File: src/rtl/mips_hazard_forward_unit.sv
// Hazard detection and operand forwarding for the 5-stage MIPS pipeline.
// Keeps shadow EX/MEM/WB copies of each instruction's register-usage fields and
// derives the EX operand mux selects and the load-use stall from them.
//
// Ports:
//   clock, nReset          core clock, asynchronous active-low reset
//   idValid .. idMemRead   register-usage fields of the instruction in ID
//   flush                  taken branch/jump; squashes the ID instruction
//   stall                  combinational load-use stall (holds PC and IF/ID)
//   forwardA, forwardB     EX operand selects: 0 = regfile, 1 = WB, 2 = MEM ALU
//   stallCount             saturating count of load-use stall cycles
module mips_hazard_forward_unit #(
  parameter int unsigned REG_ADDR_WIDTH = 5,
  parameter int unsigned COUNT_WIDTH    = 32
) (
  input  logic                      clock,
  input  logic                      nReset,
  input  logic                      idValid,
  input  logic [REG_ADDR_WIDTH-1:0] idRs,
  input  logic [REG_ADDR_WIDTH-1:0] idRt,
  input  logic                      idUsesRs,
  input  logic                      idUsesRt,
  input  logic [REG_ADDR_WIDTH-1:0] idDest,
  input  logic                      idRegWrite,
  input  logic                      idMemRead,
  input  logic                      flush,
  output logic                      stall,
  output logic [1:0]                forwardA,
  output logic [1:0]                forwardB,
  output logic [COUNT_WIDTH-1:0]    stallCount
);

  localparam int unsigned RW = REG_ADDR_WIDTH;
  localparam logic [COUNT_WIDTH-1:0] CNT_MAX = '1;

  localparam logic [1:0] SEL_RF  = 2'd0;
  localparam logic [1:0] SEL_WB  = 2'd1;
  localparam logic [1:0] SEL_MEM = 2'd2;

  typedef struct packed {
    logic          valid;
    logic [RW-1:0] rs;
    logic [RW-1:0] rt;
    logic          uses_rs;
    logic          uses_rt;
    logic [RW-1:0] dest;
    logic          reg_write;
    logic          mem_read;
  } stage_t;

  stage_t ex_q, mem_q, wb_q;
  stage_t id_entry;

  logic ex_qual, mem_qual, wb_qual;
  logic mem_fwd_ok;
  logic raw_load;

  // Writers of $0 are ignored everywhere: they neither forward nor stall.
  assign ex_qual  = ex_q.valid  && ex_q.reg_write  && (ex_q.dest  != '0);
  assign mem_qual = mem_q.valid && mem_q.reg_write && (mem_q.dest != '0);
  assign wb_qual  = wb_q.valid  && wb_q.reg_write  && (wb_q.dest  != '0);

  // A load in MEM has no ALU result worth forwarding; its data appears in WB.
  assign mem_fwd_ok = mem_qual && !mem_q.mem_read;

  // Load-use hazard against the instruction currently in EX.
  assign raw_load = idValid && ex_qual && ex_q.mem_read &&
                    ((idUsesRs && (idRs == ex_q.dest)) ||
                     (idUsesRt && (idRt == ex_q.dest)));

  // Flush wins: a squashed instruction has nothing to wait for.
  assign stall = raw_load && !flush;

  // Next EX entry: the ID instruction, or a bubble on stall/flush.
  always_comb begin
    id_entry           = '0;
    id_entry.valid     = idValid && !stall && !flush;
    id_entry.rs        = idRs;
    id_entry.rt        = idRt;
    id_entry.uses_rs   = idUsesRs;
    id_entry.uses_rt   = idUsesRt;
    id_entry.dest      = idDest;
    id_entry.reg_write = idRegWrite;
    id_entry.mem_read  = idMemRead;
  end

  // Shadow pipeline of register-usage fields.
  always_ff @(posedge clock or negedge nReset) begin
    if (!nReset) begin
      ex_q  <= '0;
      mem_q <= '0;
      wb_q  <= '0;
    end else begin
      wb_q  <= mem_q;
      mem_q <= ex_q;
      ex_q  <= id_entry;
    end
  end

  // Saturating stall-cycle counter.
  always_ff @(posedge clock or negedge nReset) begin
    if (!nReset) begin
      stallCount <= '0;
    end else if (stall && (stallCount != CNT_MAX)) begin
      stallCount <= stallCount + COUNT_WIDTH'(1);
    end
  end

  // MEM has priority over WB because it holds the younger result.
  function automatic logic [1:0] fwd_sel(
    input logic          ex_valid,
    input logic          uses,
    input logic [RW-1:0] src,
    input logic          mem_ok,
    input logic [RW-1:0] mem_dest,
    input logic          wb_ok,
    input logic [RW-1:0] wb_dest
  );
    logic [1:0] sel;
    sel = SEL_RF;
    if (ex_valid && uses) begin
      if (mem_ok && (mem_dest == src)) begin
        sel = SEL_MEM;
      end else if (wb_ok && (wb_dest == src)) begin
        sel = SEL_WB;
      end
    end
    return sel;
  endfunction

  // Selects depend on registered state only.
  always_comb begin
    forwardA = fwd_sel(ex_q.valid, ex_q.uses_rs, ex_q.rs,
                       mem_fwd_ok, mem_q.dest, wb_qual, wb_q.dest);
    forwardB = fwd_sel(ex_q.valid, ex_q.uses_rt, ex_q.rt,
                       mem_fwd_ok, mem_q.dest, wb_qual, wb_q.dest);
  end

  // Source fields carried through MEM/WB for completeness but not consulted.
  logic unused_fields;
  assign unused_fields = ^{mem_q.rs, mem_q.rt, mem_q.uses_rs, mem_q.uses_rt,
                           wb_q.rs, wb_q.rt, wb_q.uses_rs, wb_q.uses_rt,
                           wb_q.mem_read};

endmodule

File: config.mk
export PLATFORM = sky130hd
export DESIGN_NAME = mips_hazard_forward_unit
export DESIGN_NICKNAME = d
export VERILOG_FILES = /design/src/rtl/mips_hazard_forward_unit.sv
export SDC_FILE = /design/constraint.sdc
export NUM_CORES = 1
export LEC_CHECK = 0
export CAP_MARGIN = 15
export CELL_PAD_IN_SITES_DETAIL_PLACEMENT = 1
export CELL_PAD_IN_SITES_GLOBAL_PLACEMENT = 1
export CORE_ASPECT_RATIO = 1.25
export CORE_UTILIZATION = 40
export DETAILED_ROUTE_END_ITERATION = 10
export PLACE_DENSITY = 0.82
export SETUP_SLACK_MARGIN = 0.3
export SLEW_MARGIN = 20
export SYNTH_ARGS = -nofsm -noshare
export SYNTH_HDL_FRONTEND = slang
export SYNTH_SLANG_ARGS = --single-unit
File: constraint.sdc
create_clock -name clock -period 2.3 [get_ports clock]
set_input_delay 0.46 -clock clock [delete_from_list [all_inputs] [get_ports clock]]
set_output_delay 0.46 -clock clock [all_outputs]
set_load 0.05 [all_outputs]
==> results.md <==
* Number of global-route vias before repair at 2635
* Worst Setup Slack, final at -0.297 ns
* Xor/xnor cell area share of the yosys netlist at 18.1%
* H-Tree Depth at 3
* Clk root buf: clkbuf_8
* Antenna violations before repair at 0
* Setup-failing EPs final at 4
* Setup TNS at -0.808 ns
* DR WL/cell at 22.7 um
* Yosys top cell by area: dfrtp_1
* Drt initial violations at 133
* Grt ovf at 0
* Maxcap violations at 0
* Mux cell area share after synthesis at 0.382%
* Slew Viols, Final at 0
* Drt total wl at 10200 um
* Post-synth top flop: dfrtp_1
* Hold_ws at 0.0557 ns
* Routed vias/inst at 5.44
* Post-place setup slack at -0.242 ns
* Yosys reg bits at 67
* Syn Inst Count at 250
* Clock Skew at 0.0108 ns
* Largest net degree at the start of global routing at 49
* Post-synth EDFFs at 0
* Post-DP HPWL at a little under 6000 um
* Register area share after synthesis at 56.9%
* Power density cells at 535 mW/mm^2
* Layout cell share with drive strength beyond 1 at between 30 and 40%
* Total number of vias at 2450
* Largest family of logic cells by synthesized area: simple AND/OR/NAND/NOR gates
* # DRC at 0
* Antenna Nets Post-Route at 0
* Syn Area/Cell at between 10 and 15 sq um
* Reg clk slew, reported paths at 0.08 ns
* Slew margin rel. at 64.0%
* Synth warn at 0
* Number of CTS-inserted buffers at 9
* Simple logic cell fraction of the synthesized area at 21.8%
* Critical path class: register to output port
* Top cell type's share of synthesized area at 56.9%
* Startpoint Class: register
* Max rail drop VDD at about 340 uV
* Post-synthesis cell area at 0.00295 sq mm
* Die span in y at 97.9 um
* Initial DRT Pass Iterations at 4
* Rows at 34
* # diodes at 0
* Post-synth net total at 274
* Starting Density at 41.7%
* Top cells by area, synth: dfrtp_1 57%, xor2_1 11%, xnor2_1 6.8%
* Crit path required time at about 1.8 ns
* Final Hold Viols at 0
* Core area at ~0.0071 sq mm
* Area Growth Syn to Fin at 59.0%
* Post-synth ARST share at between 90% and 100%
* Leakage power at 2.32 nW
* Port bufs at ~60
* Hold/Removal Path Class: primary input to asynchronous set/reset pin
* Die boundary width at between 70 and 80 um
* Adder-Cell Fraction of Synth Area at 0.425%
* NumNets Final at 379
* Synth cell types at 28
* Compound-Gate Fraction of Synth Area at less than 1%
* RD Place Congestion at 0.899
* CP Capture Type: output port
* Unrepaired setup endpoints after global routing: yes
* IO Count at 60
* Slew at the pin with the worst max-slew slack at 0.539 ns
* First-pass GRT wire length at 14000 um
* Post-CTS Hold Buffers at 0
* Fin crit share at 113%
* Clock Sinks at 67
* Die footprint at 0.00771 sq mm
* Worst Path Arrival at 2.14 ns
* Final Util at between 60 and 70%
* CTS tree: yes
* Achievable clock frequency at around 390 MHz
* Gr usage total at 24.9%
* Tmin final at 2.60 ns
* Clock latency on the worst-skew pair at 0.35 ns
* CP max FO at 2
* Status: complete, but fails checks
* Clock buffer depth at 2
* Failing checks: setup timing
## registers in the layout, summed over array words and instances (netlist names)
register,cells
ex_q,20
mem_q,8
wb_q,7
stallCount,32
## worst max-delay path, stage by stage (launching register included)
cell,delay [ns]
dfrtp_1,0.39
or4_4,0.57
nor2_4,0.10
nor3_2,0.06
nand4_1,0.14
nor3_2,0.07
buf_4,0.15
nor3_4,0.15
buf_12,0.16
## through the flow
step	area (sq um)	instances	total power [mW]
2_1_floorplan	3010	250	1.31
3_3_place_gp	3880	415	1.41
3_5_place_dp	3880	415	1.41
4_1_cts	4290	443	2.50
5_1_grt	4680	450	2.58
6_report	4680	450	2.50
## what timing repair did
item,CTS,global route
pin swaps,13,39
endpoints found under the setup margin,54,30
resized for setup,76,68
buffers inserted,12,6
gates cloned,0,1
## report_power, final
group          internal, mW  leakage [nW]  switching, mW
sequential             1.21         0.804         0.0329
combinational        0.0841          1.41         0.0829
clock                 0.612         0.106          0.481
## cell usage after synthesis, types with 2 or more instances
cell / instances
or4_1: 2
xor2_1: 38
nand3_2: 2
nor4_1: 6
dfrtp_1: 67
nor3_1: 18
inv_1: 5
nand3_1: 11
xnor2_1: 23
nor2_1: 16
and4_1: 3
nand4_1: 19
nand2_1: 14
and3_1: 7
nor4_2: 6
## cells in the final DEF (no fill, tap or decap), drive strengths merged, types with 2 or more instances in the layout
cell / instances
clkdlybuf4s50: 9
nand2: 14
dfrtp: 67
clkbuf: 11
inv: 5
nor3: 18
xnor2: 23
clkinv: 4
nor2: 16
nand4: 20
and3: 7
nor4: 13
or4: 2
dlygate4sd2: 43
bufinv: 2
nand3: 13
buf: 43
and4: 3
xor2: 38
## layout make-up
cell class	count	area, sq um
timing repair buffer	97	951
clock inverter	6	90.1
inverter	6	27.5
tap	90	113
sequential	67	1700
fill	709	2380
multi-input combinational	174	1670
clock buffer	10	128
## final timing paths
path,cells past startpoint,to,slack [ns],startpoint
setup / recovery,8,forwardB[0],-0.30,mem_q[3]
hold / removal,1,stallCount[19],0.06,nReset
setup reg to reg,6,stallCount[1],0.18,stallCount[17]
hold reg to reg,0,wb_q[19],0.38,mem_q[19]
max in group asynchronous,2,stallCount[2],1.59,nReset
min in group clock,0,wb_q[19],0.38,mem_q[19]
## logic make-up after synthesis
group                      Yosys count
AOI/OAI and AO/OA                    3
buffers and inverters                9
muxes                                1
adders and majority gates            1
xor gates and xnor gates            61
and+or+nand+nor                    108
DFF                                 67
## layer usage
layer / vias up / share of wire, % / GRT usage [%]
li1: 1087 / - / -
met1: 1267 / 36 / 27.5
met2: 68 / 57 / 45.1
met3: 28 / 2.9 / 3.46
met4: 0 / 4.1 / 13.8
met5: - / 0 / 0
(Power assumes the default switching activity.)
